==> src/rtl/bp_ftq_pkg.sv <==
// Shared frontend types for the fetch target queue and the branch predictor.
// The struct field widths come from the package constants below; bp_ftq
// defaults its VLEN/IDX_BITS parameters to these values.
package bp_ftq_pkg;

    localparam int FTQ_VLEN     = 64;
    localparam int FTQ_IDX_BITS = 9;
    localparam int FTQ_DEPTH    = 8;

    // One queued fetch block as recorded at prediction time.
    typedef struct packed {
        logic                    valid;
        logic [FTQ_VLEN-1:0]     vpc;
        logic [FTQ_IDX_BITS-1:0] index;
        logic                    unaligned;
    } ftq_entry_t;

    // Training request handed to the predictor's update port.
    typedef struct packed {
        logic                    valid;
        logic [FTQ_VLEN-1:0]     pc;
        logic                    taken;
        logic [FTQ_IDX_BITS-1:0] index;
        logic                    unaligned;
    } ftq_update_t;

endpackage

==> src/rtl/bp_ftq.sv <==
// bp_ftq: fetch target queue for the global branch predictor.
// Records {vpc, predictor index, unaligned} per fetch block, returns the saved
// index when execute resolves a branch, retires in order and squashes on
// mispredict.
// Optional feature: define BP_FTQ_UPDATE_REG_EN to register the upd_* and
// resolve_drop_o outputs (one cycle latency); otherwise they are combinational.
module bp_ftq
    import bp_ftq_pkg::*;
#(
    parameter int VLEN     = FTQ_VLEN,
    parameter int IDX_BITS = FTQ_IDX_BITS,
    parameter int DEPTH    = FTQ_DEPTH,
    parameter int PTR_BITS = $clog2(DEPTH)
) (
    input  logic                clk_i,
    input  logic                rst_ni,
    input  logic                flush_i,
    input  logic                debug_mode_i,
    input  logic                push_valid_i,
    output logic                push_ready_o,
    input  logic [VLEN-1:0]     push_vpc_i,
    input  logic [IDX_BITS-1:0] push_index_i,
    input  logic                push_unaligned_i,
    output logic [PTR_BITS-1:0] push_id_o,
    input  logic                resolve_valid_i,
    input  logic [PTR_BITS-1:0] resolve_id_i,
    input  logic [VLEN-1:0]     resolve_pc_i,
    input  logic                resolve_taken_i,
    input  logic                resolve_mispredict_i,
    input  logic                commit_i,
    output logic                upd_valid_o,
    output logic [VLEN-1:0]     upd_pc_o,
    output logic                upd_taken_o,
    output logic [IDX_BITS-1:0] upd_index_o,
    output logic                upd_unaligned_o,
    output logic                resolve_drop_o,
    output logic [PTR_BITS:0]   count_o
);

    localparam logic [PTR_BITS:0] PTR_ZERO = {(PTR_BITS+1){1'b0}};
    localparam logic [PTR_BITS:0] PTR_ONE  = {{PTR_BITS{1'b0}}, 1'b1};

    logic [PTR_BITS:0]   head_q, head_d;
    logic [PTR_BITS:0]   tail_q, tail_d;
    ftq_entry_t          entries_q [DEPTH];
    ftq_entry_t          entries_d [DEPTH];

    logic                empty_s;
    logic                full_s;
    logic                push_accept_s;
    logic                hit_s;
    logic                squash_s;
    logic [PTR_BITS-1:0] rel_s;
    logic [PTR_BITS:0]   squash_tail_s;
    logic [PTR_BITS:0]   kill_cnt_s;
    logic [DEPTH-1:0]    kill_mask_s;
    ftq_update_t         upd_s;
    logic                drop_s;

    // Occupancy, push handshake and resolve lookup against the current array.
    always_comb begin
        empty_s       = (head_q == tail_q);
        full_s        = (head_q[PTR_BITS-1:0] == tail_q[PTR_BITS-1:0]) &&
                        (head_q[PTR_BITS] != tail_q[PTR_BITS]);
        push_ready_o  = !full_s && !flush_i && !(resolve_valid_i && resolve_mispredict_i);
        push_accept_s = push_valid_i && push_ready_o;
        hit_s         = resolve_valid_i && entries_q[resolve_id_i].valid;
        squash_s      = hit_s && resolve_mispredict_i && !flush_i;
        // Distance of the resolved entry from head, so the wrap bit of the
        // new tail follows head rather than the raw slot id.
        rel_s         = resolve_id_i - head_q[PTR_BITS-1:0];
        squash_tail_s = head_q + {1'b0, rel_s} + PTR_ONE;
        kill_cnt_s    = tail_q - squash_tail_s;
    end

    // Slots lying in [new tail, old tail) are the ones a mispredict discards.
    always_comb begin
        kill_mask_s = {DEPTH{1'b0}};
        for (int i = 0; i < DEPTH; i++) begin
            kill_mask_s[i] = ({1'b0, PTR_BITS'(PTR_BITS'(i) - squash_tail_s[PTR_BITS-1:0])}
                              < kill_cnt_s);
        end
    end

    // Next queue state: flush beats mispredict beats push; commit is independent.
    always_comb begin
        head_d    = head_q;
        tail_d    = tail_q;
        entries_d = entries_q;
        if (flush_i) begin
            head_d = PTR_ZERO;
            tail_d = PTR_ZERO;
            for (int i = 0; i < DEPTH; i++) begin
                entries_d[i].valid = 1'b0;
            end
        end else begin
            if (commit_i && !empty_s) begin
                entries_d[head_q[PTR_BITS-1:0]].valid = 1'b0;
                head_d = head_q + PTR_ONE;
            end else begin
                head_d = head_q;
            end
            if (squash_s) begin
                tail_d = squash_tail_s;
                for (int i = 0; i < DEPTH; i++) begin
                    if (kill_mask_s[i]) begin
                        entries_d[i].valid = 1'b0;
                    end else begin
                        entries_d[i].valid = entries_d[i].valid;
                    end
                end
            end else if (push_accept_s) begin
                entries_d[tail_q[PTR_BITS-1:0]].valid     = 1'b1;
                entries_d[tail_q[PTR_BITS-1:0]].vpc       = push_vpc_i;
                entries_d[tail_q[PTR_BITS-1:0]].index     = push_index_i;
                entries_d[tail_q[PTR_BITS-1:0]].unaligned = push_unaligned_i;
                tail_d = tail_q + PTR_ONE;
            end else begin
                tail_d = tail_q;
            end
        end
    end

    // Queue pointers and entry array.
    always_ff @(posedge clk_i or negedge rst_ni) begin
        if (!rst_ni) begin
            head_q    <= PTR_ZERO;
            tail_q    <= PTR_ZERO;
            entries_q <= '{default: '0};
        end else begin
            head_q    <= head_d;
            tail_q    <= tail_d;
            entries_q <= entries_d;
        end
    end

    // Update request and drop pulse derived from the current resolve.
    always_comb begin
        upd_s       = '0;
        upd_s.valid = hit_s && !debug_mode_i && !flush_i;
        drop_s      = resolve_valid_i && !entries_q[resolve_id_i].valid && !flush_i;
        if (hit_s) begin
            upd_s.pc        = resolve_pc_i;
            upd_s.taken     = resolve_taken_i;
            upd_s.index     = entries_q[resolve_id_i].index;
            upd_s.unaligned = entries_q[resolve_id_i].unaligned;
        end else begin
            upd_s.pc        = {VLEN{1'b0}};
            upd_s.taken     = 1'b0;
            upd_s.index     = {IDX_BITS{1'b0}};
            upd_s.unaligned = 1'b0;
        end
    end

`ifdef BP_FTQ_UPDATE_REG_EN
    ftq_update_t upd_q, upd_d;
    logic        drop_q, drop_d;

    // Strobes reload every cycle; the payload only changes on a live resolve.
    always_comb begin
        upd_d       = upd_q;
        upd_d.valid = upd_s.valid;
        drop_d      = drop_s;
        if (hit_s) begin
            upd_d.pc        = upd_s.pc;
            upd_d.taken     = upd_s.taken;
            upd_d.index     = upd_s.index;
            upd_d.unaligned = upd_s.unaligned;
        end else begin
            upd_d.pc        = upd_q.pc;
        end
    end

    // Output register that cuts the execute-to-predictor path.
    always_ff @(posedge clk_i or negedge rst_ni) begin
        if (!rst_ni) begin
            upd_q  <= '0;
            drop_q <= 1'b0;
        end else begin
            upd_q  <= upd_d;
            drop_q <= drop_d;
        end
    end

    assign upd_valid_o     = upd_q.valid;
    assign upd_pc_o        = upd_q.pc;
    assign upd_taken_o     = upd_q.taken;
    assign upd_index_o     = upd_q.index;
    assign upd_unaligned_o = upd_q.unaligned;
    assign resolve_drop_o  = drop_q;
`else
    assign upd_valid_o     = upd_s.valid;
    assign upd_pc_o        = upd_s.pc;
    assign upd_taken_o     = upd_s.taken;
    assign upd_index_o     = upd_s.index;
    assign upd_unaligned_o = upd_s.unaligned;
    assign resolve_drop_o  = drop_s;
`endif

    assign push_id_o = tail_q[PTR_BITS-1:0];
    assign count_o   = tail_q - head_q;

endmodule

==> config.mk <==
export PLATFORM = sky130hd
export DESIGN_NAME = bp_ftq
export DESIGN_NICKNAME = d
export VERILOG_FILES = /design/src/rtl/bp_ftq_pkg.sv /design/src/rtl/bp_ftq.sv
export SDC_FILE = /design/constraint.sdc
export NUM_CORES = 1
export LEC_CHECK = 0
export ABC_AREA = 1
export BUFFER_PORTS_ARGS = -buffer_cell sky130_fd_sc_hd__buf_2
export CELL_PAD_IN_SITES_DETAIL_PLACEMENT = 1
export CELL_PAD_IN_SITES_GLOBAL_PLACEMENT = 2
export CORE_AREA = 4 4 158 160
export CTS_BUF_LIST = sky130_fd_sc_hd__clkbuf_16
export DETAILED_ROUTE_END_ITERATION = 7
export DIE_AREA = 0 0 162 164
export PLACE_DENSITY = 0.78
export RECOVER_POWER = 25
export SYNTH_ARGS = -nofsm -noshare
export SYNTH_HDL_FRONTEND = slang
export SYNTH_SLANG_ARGS = --single-unit
==> constraint.sdc <==
create_clock -name clk_i -period 3.65 [get_ports clk_i]
set_input_delay 0.365 -clock clk_i [delete_from_list [all_inputs] [get_ports clk_i]]
set_output_delay 0.365 -clock clk_i [all_outputs]
set_load 0.05 [all_outputs]
Yosys cells after proc, flatten, opt, wreduce, memory -nomap -nowiden
Cells that the tools add are included.

Add/sub/neg operators: 15. Reduce and logical (&&, ||, !) cells: 23. Shift operators: 0. Bitwise gates (word level): 3. Equal/unequal tests: 3. Magnitude comparators: 13. Divide/modulo/power cells: 0. Multipliers: 0. Muxes and demuxes: 59.

Operators with widths (number): 600-bit bitwise mux (5); 600-bit two-way mux (3); 75-bit demux with 3-bit select (5); 74-bit two-way mux (9); 75-bit two-way mux (5); 75-bit binary-select mux with 3-bit select (1); 3-bit by 4-bit < comparator with 1-bit output (8); 1-bit two-way mux (25); 4-bit two-way mux (5); 1-bit logical AND (15); 4-bit by 1-bit adder with 4-bit output, second input constant (3); 4-bit greater-or-equal comparator, second input constant (3); 3-bit inverter with 4-bit output (3); 3-bit subtractor, first input constant (4); 10-bit two-way mux (1); 4-bit by 1-bit < comparator with 1-bit output, second input constant (2); 4-bit subtractor (2); 1-bit logical NOT (6); 1-bit by 3-bit subtractor with 3-bit output, first input constant (2); 2-bit by 3-bit subtractor with 3-bit output, first input constant (2); 4-bit by 3-bit adder with 4-bit output (1); 4-bit equality test (1); 3-bit equality test (1); 3-bit nonzero test (1); 3 further kinds (3).

Input port bits: 150. Memories kept: 0. Bits in writable memories: 0. Register bits after elaboration: 608. Latch bits: 0. ROM bits: 0.

Logic depth before layout (Yosys ltp)
Word-level depth: 15. Depth in mapped cells: 19. Depth with buffers taken out: 18.

Least setup slack after synthesis
OpenSTA, ideal clock, no wires.

Path kind: input to register. Start: in resolve_id_i[0]. End: reg entries_q[224] (netlist name). Stages: 14. Setup slack: -18 ps. Arrival time: 3554 ps. Path buffers: 1. Cells stage by stage: inv_2 > clkbuf_1 > ha_1 > inv_1 > fa_1 > fa_1 > fa_1 > xor2_1 > ha_1 > a21o_1 > nand3_1 > nand2_1 > nand2_1 > nor2_1.

RTL lines: from (decl) (line bp_ftq.sv:26) `input logic [PTR_BITS-1:0] resolve_id_i,`; to (signal assigned) (line bp_ftq.sv:133) `entries_q <= entries_d;`; to (decl) (line bp_ftq.sv:45) `ftq_entry_t entries_q [DEPTH];`.

==> impl_metrics.csv <==
group,metric,value,unit
status,status,"finished with violations",
cells_and_area,drive_gt1_frac,0.234,
route,totalWireLength,19700,µm
synthesis,syn_avg_cell_area,7.21,µm²
sta,relSlewSlack,-0.413,
cells_and_area,post-route-cell-area,7600,µm²
worst_setup_path,slowest_stage,"fa_1",
synthesis,yosysTopAreaCell,"dfrtp_1",
synthesis,synth_area,6070,µm²
power,p_per_area,525,nW/µm²
worst_setup_path,max_stage_delay,550,ps
sta,hold_viol,0,
route,vias_per_cell,4.43,
clock_tree,ctsResizeCount,0,
place,io_buffers,170,
worst_setup_path,cp.required,3920,ps
clock_tree,worstSkewPairLatency,350,ps
cells_and_area,num-nets-final,1180,
route,wl_per_cell,14.9,µm
flow_run,cap_viol_max_count,1,
synthesis,synth_top_area_frac,0.396,
route,postRouteAntennaNets,0,
worst_hold_path,hp-class,"in2reg",
sta,max_freq,304,MHz
floorplanning,initial_core_util,0.260,
synthesis,ys_types,35,
cells_and_area,syn_to_final_growth,25.2,%
clock_tree,cts_htree_levels,3,
synthesis,synth_cells,842,
place,pre_cts_slack,201,ps
power,total_power,3990,µW
grt,grt_max_degree,82,
route,drt_iter0_markers,294,
route,drc,0,
floorplanning,num_rows,56,
floorplanning,die_w,162,µm
synthesis,ys_seq_area_frac,0.396,
grt,grt_pass1_wl,32200,µm
synthesis,synth_edf_count,0,
sta,setup_tns,0,ps
synthesis,ys_warn_count,0,
cells_and_area,finalNonFillerCells,1326,
route,firstDrtPassIters,4,
worst_setup_path,end_kind,"flop",
floorplanning,pin_count,235,
synthesis,yosysMostFrequentCell,"nand2_1",
sta,period_needed,3290,ps
synthesis,async_reset_ff_frac,1.00,
clock_tree,cts_setup_buffers,0,
sta,rsz0062_at_grt,"false",
synthesis,synth_area_leaders,"dfrtp_1 40%, nand2_1 14%, inv_1 7.6%",
sta,worstMarginPinSlew,2120,ps
synthesis,synthesis.nets,1019,
clock_tree,hold_buffers,0,
power,irDropWorstVdd,0.000282,V
clock_tree,cts.clk_slew.worst_paths,60,ps
route,dr_total_vias,5873,
grt,grt-ovfl-total,0,
floorplanning,die_area,26600,µm²
clock_tree,clockBufferDepth,2,
sta,finalSetupViolCount,0,
place,gp_congestion,0.787,
synthesis,synth_flop_cell,"dfrtp_1",
cells_and_area,diodes,0,
worst_setup_path,crit_type,"reg2reg",
synthesis,netlist_top_cells_count,"227 x nand2_1, 123 x inv_1, 96 x dfrtp_1, 94 x nor2_1, 71 x o21ai_1",
sta,fin_ws,359,ps
sta,drv_slew,82,
clock_tree,clockRootBuffer,"clkbuf_16",
synthesis,ys_ff_latch,96,
worst_setup_path,path_common_cell,"fa_1",
floorplanning,core,23400,µm²
clock_tree,cts_tree,"yes",
place,post_dp_cell_area,7290,µm²
status,violations,"max-capacitance violations, max-slew violations",
grt,antenna_found_initial,0,
cells_and_area,fillers,2978,
sta,period_share,0.902,
sta,clock_skew,9.86,ps
grt,grt_usage,0.152,
worst_setup_path,crit_chain,"ha_1 > inv_1 > fa_1 > fa_1 > fa_1 > xor2_2 > ha_1 > o21bai_1 > nand3_1 > nand2_1 > nand2_1 > nor2_1",
grt,grt_pass1_vias,6086,
floorplanning,die_y,164,µm
worst_setup_path,startpoint_type,"flop",
worst_setup_path,arrival,3560,ps
power,power.leakage,0.00416,µW
place,dp_cells,1311,
place,dp_hpwl,14300,µm
clock_tree,numClockSinks,96,
worst_setup_path,path_max_fanout,5,
clock_tree,numCtsBuffers,9,
-- state kept, by name, summed over array words and instances, names as in the netlist --
signal     flops
entries_q     88
head_q         4
tail_q         4
-- final cells by class --
cell class / instances / area (µm²) / area share
flip-flops and latches: 96 / 2400 / 0.316
clock inverters: 6 / 91.3 / 0.0120
inverters: 129 / 487 / 0.0640
repair buffers: 197 / 1070 / 0.140
multi-input cells: 570 / 2930 / 0.386
clock buffers: 9 / 225 / 0.0296
well taps: 319 / 399 / 0.0525
-- logic make-up (layout without fill, tap and decap cells) --
group,Yosys count,count (layout),share of synthesized area
AO/OA/AOI/OAI,161,161,0.157
XOR/XNOR,11,11,0.0159
adder cells (fa/ha/maj),27,27,0.0618
buffers and inverters,176,341,0.123
flip-flops,96,96,0.396
AND/OR/NAND/NOR,371,371,0.247
-- worst max-delay path, delay by kind of cell, from the launching register on --
kind                       cells  cell delay [ps]
AOI/OAI and AO/OA              1              130
xor gates and xnor gates       1              300
adders and majority gates      5             1990
buffers and inverters          1               70
DFF                            1              380
and+or+nand+nor                4              340
-- worst paths after layout --
kind	startpoint	to	slack (ps)	cells after the start
worst max-delay path	head_q[0]	entries_q[374]	360	12
worst min-delay path	flush_i	head_q[0]	360	2
worst max register to register	head_q[0]	entries_q[374]	360	12
worst min register to register	entries_q[7]	entries_q[7]	480	2
max in group asynchronous	rst_ni	entries_q[454]	1780	1
min in group asynchronous	rst_ni	head_q[3]	600	1
-- where the power goes --
| group | internal (µW) | switching, µW |
|---|---|---|
| clock | 602 | 432 |
| sequential | 1160 | 54.1 |
| combinational | 636 | 1100 |
| total | 2400 | 1590 |
-- metrics by stage --
| step | hold slack, ps | utilization |
|---|---|---|
| 2_1_floorplan | 69.4 | - |
| 3_3_place_gp | 465 | 0.311 |
| 3_5_place_dp | 469 | 0.311 |
| 4_1_cts | 267 | 0.325 |
| 5_1_grt | 363 | 0.325 |
| 6_report | 360 | 0.325 |
-- cells in the final DEF, fill, tap and decap left out, types with 3 or more instances in the layout --
master     count
nor3_1         5
clkbuf_16      9
o21ai_1       71
inv_1        123
nand3_2        5
o21ai_2        9
o21ai_0       18
xor2_1         8
nand4_1        3
buf_2        169
buf_4         26
fa_1           5
a32oi_1       10
nand2_1      226
a32o_1        10
nor2_1        94
ha_1          22
inv_2          5
dfrtp_1       96
a21o_1         3
nand3_1       30
a21oi_1       34
-- per-layer routing --
layer  wire, µm  GRT usage
met1       8900      0.193
met2       9550      0.270
met3       1120     0.0251
met4        178     0.0373
met5          0          0
Power figures use the tool's default switching activity.
